--- config.mk ---
export PLATFORM = sky130hd
export DESIGN_NAME = lbp_stream
export DESIGN_NICKNAME = d
export VERILOG_FILES = /design/src/rtl/lbp_stream.sv
export SDC_FILE = /design/constraint.sdc
export NUM_CORES = 2
export LEC_CHECK = 0
export BUFFER_PORTS_ARGS = -buffer_cell sky130_fd_sc_hd__buf_2
export CORE_MARGIN = 4
export CORE_UTILIZATION = 30
export DETAILED_ROUTE_END_ITERATION = 7
export MAX_ROUTING_LAYER = met4
export PLACE_DENSITY = 0.54
export SETUP_SLACK_MARGIN = 0.05
export SLEW_MARGIN = 20
export SYNTH_ARGS = -nofsm -noshare
export SYNTH_HDL_FRONTEND = slang
export SYNTH_SLANG_ARGS = --single-unit
--- constraint.sdc ---
create_clock -name clk -period 15.5 [get_ports clk]
set_input_delay 0.775 -clock clk [delete_from_list [all_inputs] [get_ports clk]]
set_output_delay 0.775 -clock clk [all_outputs]
set_load 0.01 [all_outputs]
--- src/rtl/lbp_stream.sv ---
// Streaming 3x3 Local Binary Pattern engine: single-pass raster read, two line
// buffers and a sliding 3x3 window produce one LBP code per captured pixel.
module lbp_stream #(
   parameter int IMG_W = 128,
   parameter int IMG_H = 128,
   parameter int DW    = 8,
   parameter int AW    = 14
) (
   input  logic          clk,
   input  logic          reset_n,
   input  logic          gray_ready,
   output logic          gray_req,
   output logic [AW-1:0] gray_addr,
   input  logic [DW-1:0] gray_data,
   input  logic          border_mode,
   output logic [AW-1:0] lbp_addr,
   output logic          lbp_valid,
   output logic [7:0]    lbp_data,
   output logic          finish
);

   localparam int N  = IMG_W * IMG_H;
   localparam int CW = $clog2(IMG_W);
   localparam int RW = $clog2(IMG_H);
   localparam logic [AW-1:0] LAST     = AW'(N - 1);
   localparam logic [AW-1:0] SKEW     = AW'(IMG_W + 1);
   localparam logic [CW-1:0] COL_LAST = CW'(IMG_W - 1);
   localparam logic [RW-1:0] ROW_LAST = RW'(IMG_H - 1);

   typedef enum logic [1:0] {IDLE, RUN, DRAIN, DONE} state_t;

   state_t          state_q, state_d;
   logic [AW-1:0]   rd_addr_q, rd_addr_d;
   logic            inflight_q, inflight_d;
   logic [AW-1:0]   cap_idx_q, cap_idx_d;
   logic [CW-1:0]   in_col_q, in_col_d;
   logic [AW-1:0]   out_idx_q, out_idx_d;
   logic [CW-1:0]   out_col_q, out_col_d;
   logic [RW-1:0]   out_row_q, out_row_d;
   logic            mode_q, mode_d;
   logic            lbp_valid_q, lbp_valid_d;
   logic [AW-1:0]   lbp_addr_q, lbp_addr_d;
   logic [7:0]      lbp_data_q, lbp_data_d;
   logic            finish_q, finish_d;
   logic [DW-1:0]   win_q [3][3];
   logic [DW-1:0]   win_d [3][3];
   logic [DW-1:0]   lb0_q [IMG_W];
   logic [DW-1:0]   lb1_q [IMG_W];

   logic [DW-1:0]   col_new [3];
   logic [DW-1:0]   nbr [8];
   logic [7:0]      code;
   logic            eval, border;

   // Window is [row][col]; col 2 is newest. The centre of the code being
   // evaluated is win_q[1][2] because the incoming column is one to its right.
   always_comb begin
      col_new[0] = lb1_q[in_col_q];
      col_new[1] = lb0_q[in_col_q];
      col_new[2] = gray_data;
      nbr[0] = win_q[0][1];
      nbr[1] = win_q[0][2];
      nbr[2] = col_new[0];
      nbr[3] = win_q[1][1];
      nbr[4] = col_new[1];
      nbr[5] = win_q[2][1];
      nbr[6] = win_q[2][2];
      nbr[7] = col_new[2];
      code = '0;
      for (int unsigned i = 0; i < 8; i++) begin
         code[i] = (nbr[i] >= win_q[1][2]);
      end
   end

   always_comb begin
      state_d     = state_q;
      rd_addr_d   = rd_addr_q;
      inflight_d  = 1'b0;
      cap_idx_d   = cap_idx_q;
      in_col_d    = in_col_q;
      out_idx_d   = out_idx_q;
      out_col_d   = out_col_q;
      out_row_d   = out_row_q;
      mode_d      = mode_q;
      lbp_valid_d = 1'b0;
      lbp_addr_d  = lbp_addr_q;
      lbp_data_d  = lbp_data_q;
      finish_d    = finish_q | (state_q == DONE);
      win_d       = win_q;

      gray_req = (state_q == RUN) && gray_ready;
      eval     = (inflight_q && (cap_idx_q >= SKEW)) ||
                 ((state_q == DRAIN) && !inflight_q);
      border   = (out_row_q == '0) || (out_row_q == ROW_LAST) ||
                 (out_col_q == '0) || (out_col_q == COL_LAST);

      case (state_q)
         IDLE: begin
            mode_d = border_mode;
            if (gray_ready) state_d = RUN;
         end
         RUN: begin
            if (gray_req) begin
               inflight_d = 1'b1;
               rd_addr_d  = rd_addr_q + AW'(1);
               if (rd_addr_q == LAST) state_d = DRAIN;
            end
         end
         DRAIN: begin
            if (eval && (out_idx_q == LAST)) state_d = DONE;
         end
         default: ;
      endcase

      if (inflight_q) begin
         cap_idx_d = cap_idx_q + AW'(1);
         in_col_d  = (in_col_q == COL_LAST) ? '0 : in_col_q + CW'(1);
         for (int unsigned r = 0; r < 3; r++) begin
            // A new row starts with empty left columns so no wrap-around data leaks in.
            win_d[r][0] = (in_col_q == '0) ? '0 : win_q[r][1];
            win_d[r][1] = (in_col_q == '0) ? '0 : win_q[r][2];
            win_d[r][2] = col_new[r];
         end
      end

      if (eval) begin
         lbp_valid_d = !(border && mode_q);
         lbp_addr_d  = out_idx_q;
         lbp_data_d  = border ? 8'h00 : code;
         out_idx_d   = out_idx_q + AW'(1);
         if (out_col_q == COL_LAST) begin
            out_col_d = '0;
            out_row_d = out_row_q + RW'(1);
         end else begin
            out_col_d = out_col_q + CW'(1);
         end
      end
   end

   always_ff @(posedge clk or negedge reset_n) begin
      if (!reset_n) begin
         state_q     <= IDLE;
         rd_addr_q   <= '0;
         inflight_q  <= 1'b0;
         cap_idx_q   <= '0;
         in_col_q    <= '0;
         out_idx_q   <= '0;
         out_col_q   <= '0;
         out_row_q   <= '0;
         mode_q      <= 1'b0;
         lbp_valid_q <= 1'b0;
         lbp_addr_q  <= '0;
         lbp_data_q  <= '0;
         finish_q    <= 1'b0;
         win_q       <= '{default: '0};
      end else begin
         state_q     <= state_d;
         rd_addr_q   <= rd_addr_d;
         inflight_q  <= inflight_d;
         cap_idx_q   <= cap_idx_d;
         in_col_q    <= in_col_d;
         out_idx_q   <= out_idx_d;
         out_col_q   <= out_col_d;
         out_row_q   <= out_row_d;
         mode_q      <= mode_d;
         lbp_valid_q <= lbp_valid_d;
         lbp_addr_q  <= lbp_addr_d;
         lbp_data_q  <= lbp_data_d;
         finish_q    <= finish_d;
         win_q       <= win_d;
      end
   end

   always_ff @(posedge clk) begin
      if (inflight_q) begin
         lb1_q[in_col_q] <= lb0_q[in_col_q];
         lb0_q[in_col_q] <= gray_data;
      end
   end

   assign gray_addr = rd_addr_q;
   assign lbp_valid = lbp_valid_q;
   assign lbp_addr  = lbp_addr_q;
   assign lbp_data  = lbp_data_q;
   assign finish    = finish_q;

endmodule

Word-level counts from Yosys, hierarchy flattened
Memory sizes are Yosys's and may differ from the RTL's.
Cells that the tools add are included.
{ "totals": {"regBits": 139, "ramBits": 2048, "inputBits": 12, "out_inout_bits": 39, "elab_cells": 84, "memories": 2} }
{ "op_classes": {"addsub": 6, "order_cmp": 9, "n_eq_ne": 12, "muxes": 16, "n_bitwise": 1, "reduce_logical": 19} }
{ "mem_list": {"columns": ["name", "depth", "width", "read_ports", "rd_ports_with_merged_regs", "wr", "line", "text"], "rows": [
  ["lb0_q", 128, 8, 1, 0, 1, "47", "logic [DW-1:0] lb0_q [IMG_W];"],
  ["lb1_q", 128, 8, 1, 0, 1, "48", "logic [DW-1:0] lb1_q [IMG_W];"]
]} }
{ "ops": {"columns": ["cell", "count"], "rows": [
  ["$ge 8x8->1", 8],
  ["$add 14x1->14 const B", 3],
  ["$mux 8", 4],
  ["$eq 14x14->1 const B", 2],
  ["$add 7x1->7 const B", 3],
  ["$eq 7x7->1 const B", 3],
  ["$logic_not 7->1", 3],
  ["$ge 14x8->1 const B", 1],
  ["$mux 7", 2],
  ["$mux 2", 4],
  ["$pmux 2 s3", 1],
  ["$logic_and 1x1->1", 5],
  ["$mux 1", 5],
  ["$reduce_and 5->1", 1],
  ["$eq 2x2->1 const B", 2],
  ["$logic_or 1x1->1", 4],
  ["$ne 2x1->1 const B", 2],
  ["$ne 2x2->1 const B", 2],
  ["$reduce_and 2->1", 2],
  ["$reduce_bool 3->1", 1],
  ["$eq 2x1->1 const B", 1],
  ["$logic_not 1->1", 2],
  ["$logic_not 2->1", 1],
  ["$or 1x1->1", 1]
]} }

Depth between registers and ports, before layout
{ "depth": {"depth_word": 7, "mapped_depth": 20, "mapped_depth_nobuf": 14} }

Least setup slack after synthesis
No wires, ideal clock.
{ "synth_path": {"kind": "register to register", "from": "reg in_col_q[1]", "to": "reg lbp_data_q[4], in the netlist lbp_data[4]", "setup_ps": 129, "arrival_time_ps": 8896, "t_required_ps": 15371, "path_slack_ps": 6475, "stages_incl_launch_ff": 16, "n_path_buf": 4, "period_less_slack_ps": 9025, "path_cell_list": "dfrtp_1 buf_2 buf_6 nor2_1 buf_2 buf_1 a222oi_1 o21ai_0 o22ai_1 o32ai_1 ha_1 a21o_1 a21o_1 a21o_1 a211oi_1 o31ai_1"} }
{ "synth_lines": {"columns": ["element", "line", "text"], "rows": [
  ["start, declared", "36", "logic [CW-1:0] in_col_q, in_col_d;"],
  ["start signal, assigned", "161", "in_col_q <= in_col_d;"],
  ["end signal, assigned", "168", "lbp_data_q <= lbp_data_d;"],
  ["end, declared", "43", "logic [7:0] lbp_data_q, lbp_data_d;"]
]} }

==> reports/qor.yml <==
clock_tree:
  tritoncts: "done"
  cts-hold-fix-buffers: 0
  cts_buffers: 222
  htreeDepth: 4
  root_buffer: "clkbuf_16"
  path_clk_slew_ns: 0.06
  cts_buffer_depth: 4
  cts_setup_buffers: 0
  clk_latency_ns: 0.90
  post_cts_resized: 0
  cts.sinks: 2187
logic_synthesis:
  synth.top_cells.by_count: "edfxtp_1, a221oi_1, nand2_1, nor2_1, a22oi_1"
  ys_types: 77
  synth_area_um2: 86800
  synth_most_common_cell: "edfxtp_1"
  syn_inst: 5230
  syn_area_per_cell_um2: 16.6
  seq_area_frac_synth_pct: 74.9
  synth_top_cells_by_area: "edfxtp_1, dfrtp_1, a221oi_1"
  yosysTopAreaCellShare_pct: 70.8
  async_reset_ff_share_pct: 6.36
  yosys_register_bits: 2187
  yosys_warnings: 0
  synth_edf_count: 2048
  ys.flop_type: "edfxtp_1"
  syn-num-nets: 5322
  synth_top_area_cell: "edfxtp_1"
grt:
  antenna_found_initial: 11
  grt_overflow: 0
  globalRouteTotalUtil_pct: 20.0
  grt_pass1_wl_mm: 419
  grt_max_degree: 113
  grt_pass1_vias: 51300
power:
  p_sw_share_pct: 37.7
  p_leak_uw: 0.0320
  p_per_area_nw_per_um2: 198
  seq_power_share_pct: 41.2
  peakVddDrop_v: 0.000237
  p_sw_uw: 7410
  p_int_uw: 12200
  comb_power_share_pct: 33.2
  p_clk_share_pct: 25.6
min_path:
  worstHoldPathType: "in2async"
drt:
  drtPass1Iterations: 6
  antenna_left: 0
  drtIter0Drc: 7894
  wl_mm: 302
  num_vias: 53900
  wire_per_inst_um: 32.3
  drc: 0
  via_per_inst: 5.77
floorplan:
  ios: 51
  dieArea_um2: 298000
  core_um2: 288000
  start_util_pct: 30.1
  die_h_um: 546
  die_w_um: 546
  rows: 197
critical_path:
  crit-reg2reg-launch: "in_col_q[1]$_DFFE_PN0P_"
  crit_required_ns: 16.25
  cp_slowest_stage_delay_ns: 1.02
  cp-start-kind: "flop"
  critPathTopFamily: "compound AO/OA/AOI/OAI gates"
  worstSetupEndpointType: "flop"
  worst-path-stages: 16
  r2r_setup_slack_ns: 8.62
  crit_buf_inv: 3
  arrival_ns: 7.63
  crit_start: "in_col_q[1]$_DFFE_PN0P_"
  cp_slowest_cell: "dfrtp_4"
  cpMostUsedCell: "a21o_1"
  crit_end: "lbp_data[4]$_DFFE_PN0P_"
  reg2reg_depth: 16
  path_class: "reg2reg"
  path_cells: "buf_4 > nor3b_4 > buf_4 > buf_4 > a22oi_1 > a21oi_1 > o21ai_0 > o21ai_0 > a2111o_2 > ha_1 > a21o_1 > a21o_1 > a21o_1 > a21o_1 > a211oi_1 > o31ai_1"
  cp_max_fo: 50
  r2r_end: "lbp_data[4]$_DFFE_PN0P_"
status:
  violations: "negative hold slack"
  status: "finished with violations"
timing:
  maxSlewHeadroom_pct: 15.0
  min_period_ns: 6.88
  max_freq_ghz: 0.145
  final-setup-viol-count: 0
  tightest_slew_ns: 1.26
  whs_ns: -0.00661
  rsz0062_at_grt: "false"
  final.setup.tns_ns: 0
  hold_violations: 2
  post-route-period-util_pct: 44.4
  skew_ns: 0.118
  maxSlewViolCount: 0
placement:
  place.gp.congestion: 0.893
  place_area_um2: 92500
  hpwl_mm: 175
  port_buffers: 50
finish:
  final_nets: 5489
  postLayoutCellArea_um2: 99100
  area_delta_synth_final_pct: 14.1
  drive_gt1_share_pct: 17.2
flow_run:
  cap_viol_max_count: 0
power groups by stage:
stage	Combinational, uW	Sequential, uW	Clock, uW
5_1_grt	6730	8120	5340
6_report	6520	8100	5030
3_3_place_gp	6290	8200	0
3_5_place_dp	6370	8220	0
2_1_floorplan	3380	8230	0
4_1_cts	6380	8090	5100
worst reg2reg max path: cells and delay by family, from the launching register on:
kind	cells	cell delay, ns
compound gates	11	3.26
buf+inv	3	1.69
flops	1	1.02
fa+ha+maj	1	0.41
simple gates	1	0.36
flip-flops by register name, indices dropped and copies added (netlist names):
name,count
mode_q,1
cap_idx_q,14
lbp_valid,1
lb1_q,1024
gray_addr,14
lbp_data,8
out_idx_q,14
out_col_q,7
state_q,2
in_col_q,7
out_row_q,7
win_q,8
inflight_q,1
lbp_addr,14
finish,1
lb0_q,1024
nbr,40
per-stage QoR:
stage | power (uW) | setup WS (ns) | util (%) | instances
floorplan | 11600 | 6.47 | - | 5230
global placement | 14500 | 8.87 | 32.1 | 8953
detailed placement | 14600 | 8.86 | 32.1 | 8954
CTS | 19600 | 8.79 | 34.4 | 9340
global route | 20200 | 8.59 | 34.4 | 9344
finish | 19700 | 8.62 | 34.4 | 9347
cells in the final DEF (no fill, tap or decap), types with 80 or more instances in the layout:
cell type,count
ha_1,80
nor2_1,203
mux2i_1,105
clkbuf_16,222
nand2_1,247
mux2_2,143
buf_4,266
edfxtp_1,2048
a22oi_1,217
dfrtp_1,133
a21oi_1,190
a221oi_1,321
o21ai_0,142
metal layers:
| metal | share of wire, % | GRT usage (%) |
|---|---|---|
| met5 | 0 | - |
| met4 | 4.2 | 7.38 |
| met3 | 11 | 4.27 |
| met2 | 45 | 29.7 |
| met1 | 40 | 27.2 |
logic make-up (layout without fill, tap and decap cells):
kind of cell             Yosys count  count (layout)  share of synthesized area, %
AO/OA/AOI/OAI                   1383            1383                          11.9
XOR/XNOR                          51              51                         0.515
adder cells (fa/ha/maj)           80              80                          1.15
buffers and inverters            417             746                          2.25
flip-flops                      2187            2187                          74.9
multiplexers                     327             327                          5.10
other                              0               7                             0
AND/OR/NAND/NOR                  785             785                          4.23
area by class of cell:
class | count | area (um^2)
fillers | 27300 | 189000
flip-flops and latches | 2187 | 65000
multi-input cells | 2626 | 20100
clock buffers | 275 | 5760
well taps | 3781 | 4730
repair buffers | 319 | 2420
clock inverters | 111 | 828
inverters | 41 | 168
diodes | 7 | 17.5
how the worst min path moves through the flow:
| stage | from | endpoint | slack [ns] | depth (start not counted) |
|---|---|---|---|---|
| floorplan | mode_q$_DFFE_PN0N_ | lbp_valid$_DFF_PN0_ | 0.43 | 1 |
| global placement | finish$_DFF_PN0_ | finish$_DFF_PN0_ | 0.45 | 1 |
| detailed placement | lbp_addr[3]$_DFFE_PN0P_ | lbp_addr[3]$_DFFE_PN0P_ | 0.46 | 2 |
| CTS | reset_n | lbp_addr[13]$_DFFE_PN0P_ | 0.07 | 1 |
| global route | reset_n | out_idx_q[11]$_DFFE_PN0P_ | 0.12 | 1 |
| finish | reset_n | lbp_addr[13]$_DFFE_PN0P_ | -0.007 | 1 |
No activity file was read; power rests on OpenSTA's default activity.
